--- src/rtl/cpu_isa_pkg.sv ---
// ISA constants shared by the instruction encoder and the control unit's decoder,
// so the two sides of the instruction word layout cannot drift apart.
package cpu_isa_pkg;

   typedef enum logic [4:0] {
      OP_ADD, OP_ADDU, OP_SUB, OP_SUBU, OP_AND, OP_OR, OP_SLL, OP_SRL, OP_SLT, OP_JR,
      OP_ADDI, OP_ADDIU, OP_SLTI, OP_SLTIU, OP_ANDI, OP_ORI, OP_LW, OP_SW,
      OP_BEQ, OP_BNE, OP_BGT, OP_BGTE, OP_BLE, OP_BLEQ,
      OP_J, OP_JAL
   } op_e;

   localparam logic [5:0] OPC_RTYPE = 6'h00;
   localparam logic [5:0] OPC_J     = 6'h02;
   localparam logic [5:0] OPC_JAL   = 6'h03;
   localparam logic [5:0] OPC_ADDI  = 6'h08;
   localparam logic [5:0] OPC_ADDIU = 6'h09;
   localparam logic [5:0] OPC_SLTI  = 6'h0A;
   localparam logic [5:0] OPC_SLTIU = 6'h0B;
   localparam logic [5:0] OPC_ANDI  = 6'h0C;
   localparam logic [5:0] OPC_ORI   = 6'h0D;
   localparam logic [5:0] OPC_BEQ   = 6'h18;
   localparam logic [5:0] OPC_BNE   = 6'h19;
   localparam logic [5:0] OPC_BGT   = 6'h1A;
   localparam logic [5:0] OPC_BGTE  = 6'h1B;
   localparam logic [5:0] OPC_BLE   = 6'h1C;
   // 1Dh is reserved by the decoder; bleq skips it.
   localparam logic [5:0] OPC_BLEQ  = 6'h1E;
   localparam logic [5:0] OPC_LW    = 6'h23;
   localparam logic [5:0] OPC_SW    = 6'h2B;

   localparam logic [5:0] FUNCT_SLL  = 6'h00;
   localparam logic [5:0] FUNCT_SRL  = 6'h02;
   localparam logic [5:0] FUNCT_JR   = 6'h08;
   localparam logic [5:0] FUNCT_ADD  = 6'h20;
   localparam logic [5:0] FUNCT_ADDU = 6'h21;
   localparam logic [5:0] FUNCT_SUB  = 6'h22;
   localparam logic [5:0] FUNCT_SUBU = 6'h23;
   localparam logic [5:0] FUNCT_AND  = 6'h24;
   localparam logic [5:0] FUNCT_OR   = 6'h25;
   localparam logic [5:0] FUNCT_SLT  = 6'h2A;

   // Field layout: opc[31:26] rs[25:21] rt[20:16] rd[15:11] shamt[10:6] funct[5:0]
   function automatic logic [31:0] r_word(input logic [4:0] rs, input logic [4:0] rt,
                                          input logic [4:0] rd, input logic [4:0] sh,
                                          input logic [5:0] fn);
      return {OPC_RTYPE, rs, rt, rd, sh, fn};
   endfunction

   function automatic logic [31:0] i_word(input logic [5:0] opc, input logic [4:0] rs,
                                          input logic [4:0] rt, input logic [15:0] imm);
      return {opc, rs, rt, imm};
   endfunction

   function automatic logic [31:0] j_word(input logic [5:0] opc, input logic [25:0] tgt);
      return {opc, tgt};
   endfunction

endpackage

--- src/rtl/instr_pack.sv ---
// Combinational packer: symbolic op plus fields to a 32-bit instruction word,
// flagging op codes outside the legal range.
module instr_pack
   import cpu_isa_pkg::*;
(
   input  logic [4:0]  op_i,
   input  logic [4:0]  rs_i,
   input  logic [4:0]  rt_i,
   input  logic [4:0]  rd_i,
   input  logic [4:0]  shamt_i,
   input  logic [25:0] imm_i,
   output logic [31:0] word_o,
   output logic        illegal_o
);

   logic [15:0] imm16;
   assign imm16 = imm_i[15:0];

   always_comb begin
      word_o    = '0;
      illegal_o = 1'b0;
      case (op_i)
         OP_ADD:   word_o = r_word(rs_i, rt_i, rd_i, 5'd0, FUNCT_ADD);
         OP_ADDU:  word_o = r_word(rs_i, rt_i, rd_i, 5'd0, FUNCT_ADDU);
         OP_SUB:   word_o = r_word(rs_i, rt_i, rd_i, 5'd0, FUNCT_SUB);
         OP_SUBU:  word_o = r_word(rs_i, rt_i, rd_i, 5'd0, FUNCT_SUBU);
         OP_AND:   word_o = r_word(rs_i, rt_i, rd_i, 5'd0, FUNCT_AND);
         OP_OR:    word_o = r_word(rs_i, rt_i, rd_i, 5'd0, FUNCT_OR);
         OP_SLL:   word_o = r_word(rs_i, rt_i, rd_i, shamt_i, FUNCT_SLL);
         OP_SRL:   word_o = r_word(rs_i, rt_i, rd_i, shamt_i, FUNCT_SRL);
         OP_SLT:   word_o = r_word(rs_i, rt_i, rd_i, 5'd0, FUNCT_SLT);
         OP_JR:    word_o = r_word(rs_i, 5'd0, 5'd0, 5'd0, FUNCT_JR);
         OP_ADDI:  word_o = i_word(OPC_ADDI, rs_i, rt_i, imm16);
         OP_ADDIU: word_o = i_word(OPC_ADDIU, rs_i, rt_i, imm16);
         OP_SLTI:  word_o = i_word(OPC_SLTI, rs_i, rt_i, imm16);
         OP_SLTIU: word_o = i_word(OPC_SLTIU, rs_i, rt_i, imm16);
         OP_ANDI:  word_o = i_word(OPC_ANDI, rs_i, rt_i, imm16);
         OP_ORI:   word_o = i_word(OPC_ORI, rs_i, rt_i, imm16);
         OP_LW:    word_o = i_word(OPC_LW, rs_i, rt_i, imm16);
         OP_SW:    word_o = i_word(OPC_SW, rs_i, rt_i, imm16);
         OP_BEQ:   word_o = i_word(OPC_BEQ, rs_i, rt_i, imm16);
         OP_BNE:   word_o = i_word(OPC_BNE, rs_i, rt_i, imm16);
         OP_BGT:   word_o = i_word(OPC_BGT, rs_i, rt_i, imm16);
         OP_BGTE:  word_o = i_word(OPC_BGTE, rs_i, rt_i, imm16);
         OP_BLE:   word_o = i_word(OPC_BLE, rs_i, rt_i, imm16);
         OP_BLEQ:  word_o = i_word(OPC_BLEQ, rs_i, rt_i, imm16);
         OP_J:     word_o = j_word(OPC_J, imm_i);
         OP_JAL:   word_o = j_word(OPC_JAL, imm_i);
         default:  illegal_o = 1'b1;
      endcase
   end

endmodule

--- src/rtl/instr_encode_loader.sv ---
// Session-based loader: accepts symbolic instructions, encodes them and writes
// them to consecutive IMEM word addresses starting at base_addr.
module instr_encode_loader
   import cpu_isa_pkg::*;
#(
   parameter int ADDR_W = 8,
   parameter int DEPTH  = 256
) (
   input  logic              clk,
   input  logic              rst_n,
   input  logic              start,
   input  logic [ADDR_W-1:0] base_addr,
   input  logic              end_load,
   // in_valid/in_ready: a transfer occurs on every rising edge where both are 1;
   // in_ready never depends on in_valid, and the fields are sampled on the transfer edge.
   input  logic              in_valid,
   output logic              in_ready,
   input  logic [4:0]        in_op,
   input  logic [4:0]        in_rs,
   input  logic [4:0]        in_rt,
   input  logic [4:0]        in_rd,
   input  logic [4:0]        in_shamt,
   input  logic [25:0]       in_imm,
   output logic              imem_we,
   output logic [ADDR_W-1:0] imem_addr,
   output logic [31:0]       imem_wdata,
   output logic [ADDR_W:0]   word_count,
   output logic              busy,
   output logic              done,
   output logic              full,
   output logic              err_illegal,
   output logic [2:0]        dbg_state
);

   typedef enum logic [2:0] {S_IDLE, S_LOAD, S_WR, S_DONE, S_FULL} state_e;

   localparam logic [ADDR_W:0] DEPTH_C = DEPTH[ADDR_W:0];

   state_e            state_q, state_d;
   logic [ADDR_W-1:0] base_q, base_d;
   logic [ADDR_W:0]   count_q, count_d;
   logic [31:0]       wdata_q, wdata_d;
   logic              end_pend_q, end_pend_d;
   logic              err_q, err_d;

   logic [31:0] packed_word;
   logic        packed_illegal;
   logic        transfer;

   instr_pack u_pack (
      .op_i      (in_op),
      .rs_i      (in_rs),
      .rt_i      (in_rt),
      .rd_i      (in_rd),
      .shamt_i   (in_shamt),
      .imm_i     (in_imm),
      .word_o    (packed_word),
      .illegal_o (packed_illegal)
   );

   assign transfer = in_valid && (state_q == S_LOAD);

   always_comb begin
      state_d    = state_q;
      base_d     = base_q;
      count_d    = count_q;
      wdata_d    = wdata_q;
      end_pend_d = end_pend_q;
      err_d      = err_q;
      // start reopens a session from any state, dropping any word still in flight.
      if (start) begin
         state_d    = S_LOAD;
         base_d     = base_addr;
         count_d    = '0;
         end_pend_d = 1'b0;
         err_d      = 1'b0;
      end else begin
         case (state_q)
            S_LOAD: begin
               if (transfer && !packed_illegal) begin
                  state_d    = S_WR;
                  wdata_d    = packed_word;
                  end_pend_d = end_load;
               end else begin
                  if (transfer) err_d = 1'b1;
                  if (end_load) state_d = S_DONE;
               end
            end
            S_WR: begin
               count_d = count_q + 1'b1;
               if (count_d == DEPTH_C)            state_d = S_FULL;
               else if (end_pend_q || end_load)   state_d = S_DONE;
               else                               state_d = S_LOAD;
            end
            default: ;
         endcase
      end
   end

   always_ff @(posedge clk or negedge rst_n) begin
      if (!rst_n) begin
         state_q    <= S_IDLE;
         base_q     <= '0;
         count_q    <= '0;
         wdata_q    <= '0;
         end_pend_q <= 1'b0;
         err_q      <= 1'b0;
      end else begin
         state_q    <= state_d;
         base_q     <= base_d;
         count_q    <= count_d;
         wdata_q    <= wdata_d;
         end_pend_q <= end_pend_d;
         err_q      <= err_d;
      end
   end

   assign in_ready    = (state_q == S_LOAD);
   assign busy        = (state_q == S_LOAD) || (state_q == S_WR);
   assign done        = (state_q == S_DONE);
   assign full        = (state_q == S_FULL);
   assign imem_we     = (state_q == S_WR) && !start;
   assign imem_addr   = base_q + count_q[ADDR_W-1:0];
   assign imem_wdata  = wdata_q;
   assign word_count  = count_q;
   assign err_illegal = err_q;
   assign dbg_state   = state_q;

endmodule

--- config.mk ---
export PLATFORM = sky130hd
export DESIGN_NAME = instr_encode_loader
export DESIGN_NICKNAME = d
export VERILOG_FILES = /design/src/rtl/cpu_isa_pkg.sv /design/src/rtl/instr_pack.sv /design/src/rtl/instr_encode_loader.sv
export SDC_FILE = /design/constraint.sdc
export NUM_CORES = 1
export LEC_CHECK = 0
export BUFFER_PORTS_ARGS = -buffer_cell sky130_fd_sc_hd__buf_4
export CORE_UTILIZATION = 40
export CTS_CLUSTER_SIZE = 14
export DETAILED_ROUTE_END_ITERATION = 12
export PLACE_DENSITY = 0.68
export SLEW_MARGIN = 5
export SYNTH_ARGS = -nofsm -noshare
export SYNTH_HDL_FRONTEND = slang
export SYNTH_HIERARCHICAL = 1
export SYNTH_SLANG_ARGS = --single-unit
--- constraint.sdc ---
create_clock -name clk -period 6.19 [get_ports clk]
set_clock_uncertainty 0.15 [all_clocks]
set_input_delay 0.9285 -clock clk [delete_from_list [all_inputs] [get_ports clk]]
set_output_delay 0.9285 -clock clk [all_outputs]
set_load 0.01 [all_outputs]
# Word level (Yosys, flattened, before mapping)
# Index checks and enable logic that the tools add are counted.
[totals] wordCells=74 input_bits=64 register_bits=54 output_inout_bits=58
[classes] eq_ne=32 n_addsub=2 n_mux=16 n_bitwise=1 reduce_logical=17
[ops] operator="32-bit one-hot mux with 26 select lines" count=1
[ops] operator="5-bit == test (second input constant)" count=10
[ops] operator="5-bit by 4-bit == test with 1-bit output (second input constant)" count=8
[ops] operator="26-bit OR reduction" count=1
[ops] operator="5-bit by 3-bit == test with 1-bit output (second input constant)" count=4
[ops] operator="9-bit 2-to-1 mux" count=2
[ops] operator="3-bit 2-to-1 mux" count=4
[ops] operator="5-bit by 2-bit == test with 1-bit output (second input constant)" count=2
[ops] operator="9-bit by 1-bit adder with 9-bit output (second input constant)" count=1
[ops] operator="9-bit == test (second input constant)" count=1
[ops] operator="8-bit adder" count=1
[ops] operator="2-bit nonzero test" count=4
[ops] operator="1-bit 2-to-1 mux" count=7
[ops] operator="3-bit by 2-bit == test with 1-bit output (second input constant)" count=2
[ops] operator="3-bit one-hot mux with 2 select lines" count=1
[ops] operator="3-bit AND reduction" count=2
[ops] operator="5-bit by 1-bit == test with 1-bit output (second input constant)" count=1
[ops] operator="5-bit zero test" count=1
[ops] operator="4-bit by 3-bit != test with 1-bit output (second input constant)" count=1
[ops] operator="2-bit AND reduction" count=2
[ops] operator="3-bit by 1-bit == test with 1-bit output (second input constant)" count=1
[ops] operator="3-bit == test (second input constant)" count=1
[ops] operator="1-bit logical AND" count=3
[ops] operator="3-bit nonzero test" count=1
[ops] operator="other kinds (5)" count=6

# Logic depth before layout (Yosys ltp)
[depth] ltp_word=6 ltp_mapped=8 depth_no_buf=8

# Hierarchy
# The synthesis kept the hierarchy.
[by_module_without_submodules] mod="instr_encode_loader" cells_each=220 area_per_inst_um2=2625.0 seq_area_each_um2=1351.3 n_inst=1
[by_module_without_submodules] mod="instr_pack" cells_each=68 area_per_inst_um2=519.2 seq_area_each_um2=0.0 n_inst=1

# Worst setup path before layout
# No wires, ideal clock.
[synth_timing] path_type="register to output" start="register count_q[0], in the netlist word_count[0]" end="output imem_addr[6]" path_buffers=0 stages_incl_launch_ff=9 t_arrival_ns=1.841 path_slack_ns=3.270 path_cell_list="dfrtp_1 ha_1 inv_1 fa_1 nor2b_1 o21ai_0 a21boi_0 or4_1 nand3_1"
[synth_between] elab_chain_len=1
[synth_rtl] item="start: declaration" line="instr_encode_loader.sv:41" source="logic [ADDR_W:0] count_q, count_d;"
[synth_rtl] item="start signal: assignment" line="instr_encode_loader.sv:111" source="count_q <= count_d;"
[synth_rtl] item="8-bit adder" line="instr_encode_loader.sv:123" source="assign imem_addr = base_q + count_q[ADDR_W-1:0];"
[synth_rtl] item="end: declaration" line="instr_encode_loader.sv:25" source="output logic [ADDR_W-1:0] imem_addr,"
# No other way between the ends.

# Worst setup path after layout
# Ends and elaborated chain as after synthesis.

==> qor.yml <==
final_cells: 502
grt_pass1_vias: 2552
synth.most_common_cell: "dfrtp_1"
grt_pass1_wl_mm: 12.70
hpwlAfterDp_mm: 5.464
synth-seq-cells: 54
maxCapViolations: 0
syn-instance-count: 288
start_kind: "flop"
fin_util: 0.5632
fmax_ghz: 0.2858
post-route-min-period_ps: 3499
arrival_ps: 2420
cp_slowest_cell: "dfrtp_1"
core-area_mm2: 0.007408
synth.top_cells.by_count: "dfrtp_1, mux2_1, nor2_1"
place_inst: 494
syn_area_mm2: 0.003144
ys_types: 55
slew_viol_final: 0
overflow: 0
cp-end-kind: "primary output"
cts_sinks: 54
num-fill-cells: 647
cts_hold_buf: 0
setup_violations: 0
yosysWarningCount: 6
n_antenna_cell: 0
avgSynthCellArea_um2: 10.92
period_share: 0.5653
ys_top_cells_by_area: "dfrtp_1, mux2_1, a22o_1"
yosysTopAreaCellShare: 0.4298
p_per_area_mw_per_mm2: 230.5
maxSlewHeadroom: 0.5353
cp_max_fo: 8
fp.dieW_um: 90.66
grt_max_degree: 55
start_util: 0.4244
antenna_found_initial: 0
first_iter_violations: 133
p_leak_nw: 2.017
crit_chain: "ha_1 -> inv_1 -> fa_1 -> nor2b_1 -> o21ai_0 -> a21boi_0 -> or4_1 -> nand3_1 -> buf_4"
clk-insertion-delay-late_ps: 300
grt_usage: 0.1901
syn-num-nets: 362
drtPass1Iterations: 4
status: "completed"
h-tree-depth: 2
synth-seq-area-share: 0.4298
cts_tree: "done"
tightest_slew_ps: 693.6
route.detailed.drc: 0
placementRows: 31
finish.net_count: 476
rsz0062_at_grt: "no"
vias: 2639
hold_violations: 0
cp_num_buf_inv: 2
postCtsSetupBuffers: 0
cts_buffers: 5
clockRootBuffer: "clkbuf_8"
gp_congestion: 0.8678
slowest_delay_ps: 500
synth_ff_type: "dfrtp_1"
ant_nets: 0
io_pins: 122
path_clk_slew_ps: 100
drive_above_1_share: 0.3672
ir_drop_mv: 0.1073
synth_edf_count: 0
tns_ps: 0
yosys.area.top_type: "dfrtp_1"
die_area_mm2: 0.008219
via_per_inst: 5.257
dieHeight_um: 90.66
async_reset_ff_frac: 1.000
cts_buffer_depth: 2
port_buffers: 121
worst_path_dominant_cell_family: "adder cells"
syn_to_final_growth_pct: 32.71
postCtsResizedCells: 0
hold_class: "reg -> reg"
path_class: "reg -> out"
wl_per_cell_um: 14.79
totalWireLength_mm: 7.427
crit_required_ps: 5110
[power by group]
part	switching (W)	leakage, nW	internal, W
sequential	0.0000361	0.687	0.000417
combinational	0.000133	1.28	0.000173
clock	0.000112	0.0482	0.0000906
[cell families (layout without fill, tap and decap cells)]
| logic type | after synthesis | in the layout | synth area share |
|---|---|---|---|
| xor gates and xnor gates | 16 | 16 | 0.04696 |
| adders and majority gates | 12 | 12 | 0.04855 |
| buffers and inverters | 27 | 142 | 0.04695 |
| AOI/OAI and AO/OA | 62 | 62 | 0.1437 |
| DFF | 54 | 54 | 0.4298 |
| muxes | 41 | 41 | 0.1460 |
| and+or+nand+nor | 76 | 76 | 0.1381 |
[cell type report]
cell class | instances | area, um2 | area share
Multi-Input combinational cell | 207 | 1645 | 0.3943
Sequential cell | 54 | 1351 | 0.3238
Timing Repair Buffer | 122 | 915.9 | 0.2195
Tap cell | 99 | 123.9 | 0.02969
Clock buffer | 7 | 86.33 | 0.02069
Inverter | 12 | 45.04 | 0.01079
Clock inverter | 1 | 5.005 | 0.001199
[through the flow]
step                hold slack, ps  worst slack, ps  cell area, um2  total power, W
detailed placement           332.2             3045            4081       0.0007698
global placement             325.1             3162            4081       0.0007651
floorplan                    334.9             3270            3144       0.0005986
global route                 373.0             2538            4173        0.001026
finish                       347.0             2691            4173       0.0009618
CTS                          355.3             2692            4173       0.0009766
[routing by layer]
layer  up-vias  share of wire  global-route usage
met5         -              0                   0
met4         0          0.014             0.06183
met3        10          0.050             0.03114
met2        72           0.47              0.2936
met1      1276           0.47              0.2707
li1       1281              -                   -
[flip-flops by register name, indices dropped and copies added (netlist names)]
register,flops
base_q,8
err_illegal,1
end_pend_q,1
imem_wdata,32
dbg_state,3
word_count,9
[layout by cell type, fill, tap and decap left out, drive strengths merged, types with 4 or more instances in the layout]
cell type    n
clkbuf       7
nor2        25
mux2        39
ha           9
nand3        6
a22o        20
o21ai       12
nor3         9
a21oi        8
nand2b       4
a31oi        4
xnor2       10
nand2        9
nand4        4
dfrtp       54
xor2         6
buf        122
inv         12
[path summary, 6_finish.rpt]
path                                     start        endpoint  slack, ps  depth (start not counted)
worst max-delay path             word_count[0]    imem_addr[6]       2690                          9
worst min-delay path            imem_wdata[29]  imem_wdata[29]        350                          1
worst max register to register   word_count[0]    dbg_state[0]       3810                          6
worst min register to register  imem_wdata[29]  imem_wdata[29]        350                          1
max in group asynchronous                rst_n   word_count[1]       4920                          1
min in group asynchronous                rst_n  imem_wdata[23]        510                          1
(Power assumes the default switching activity.)
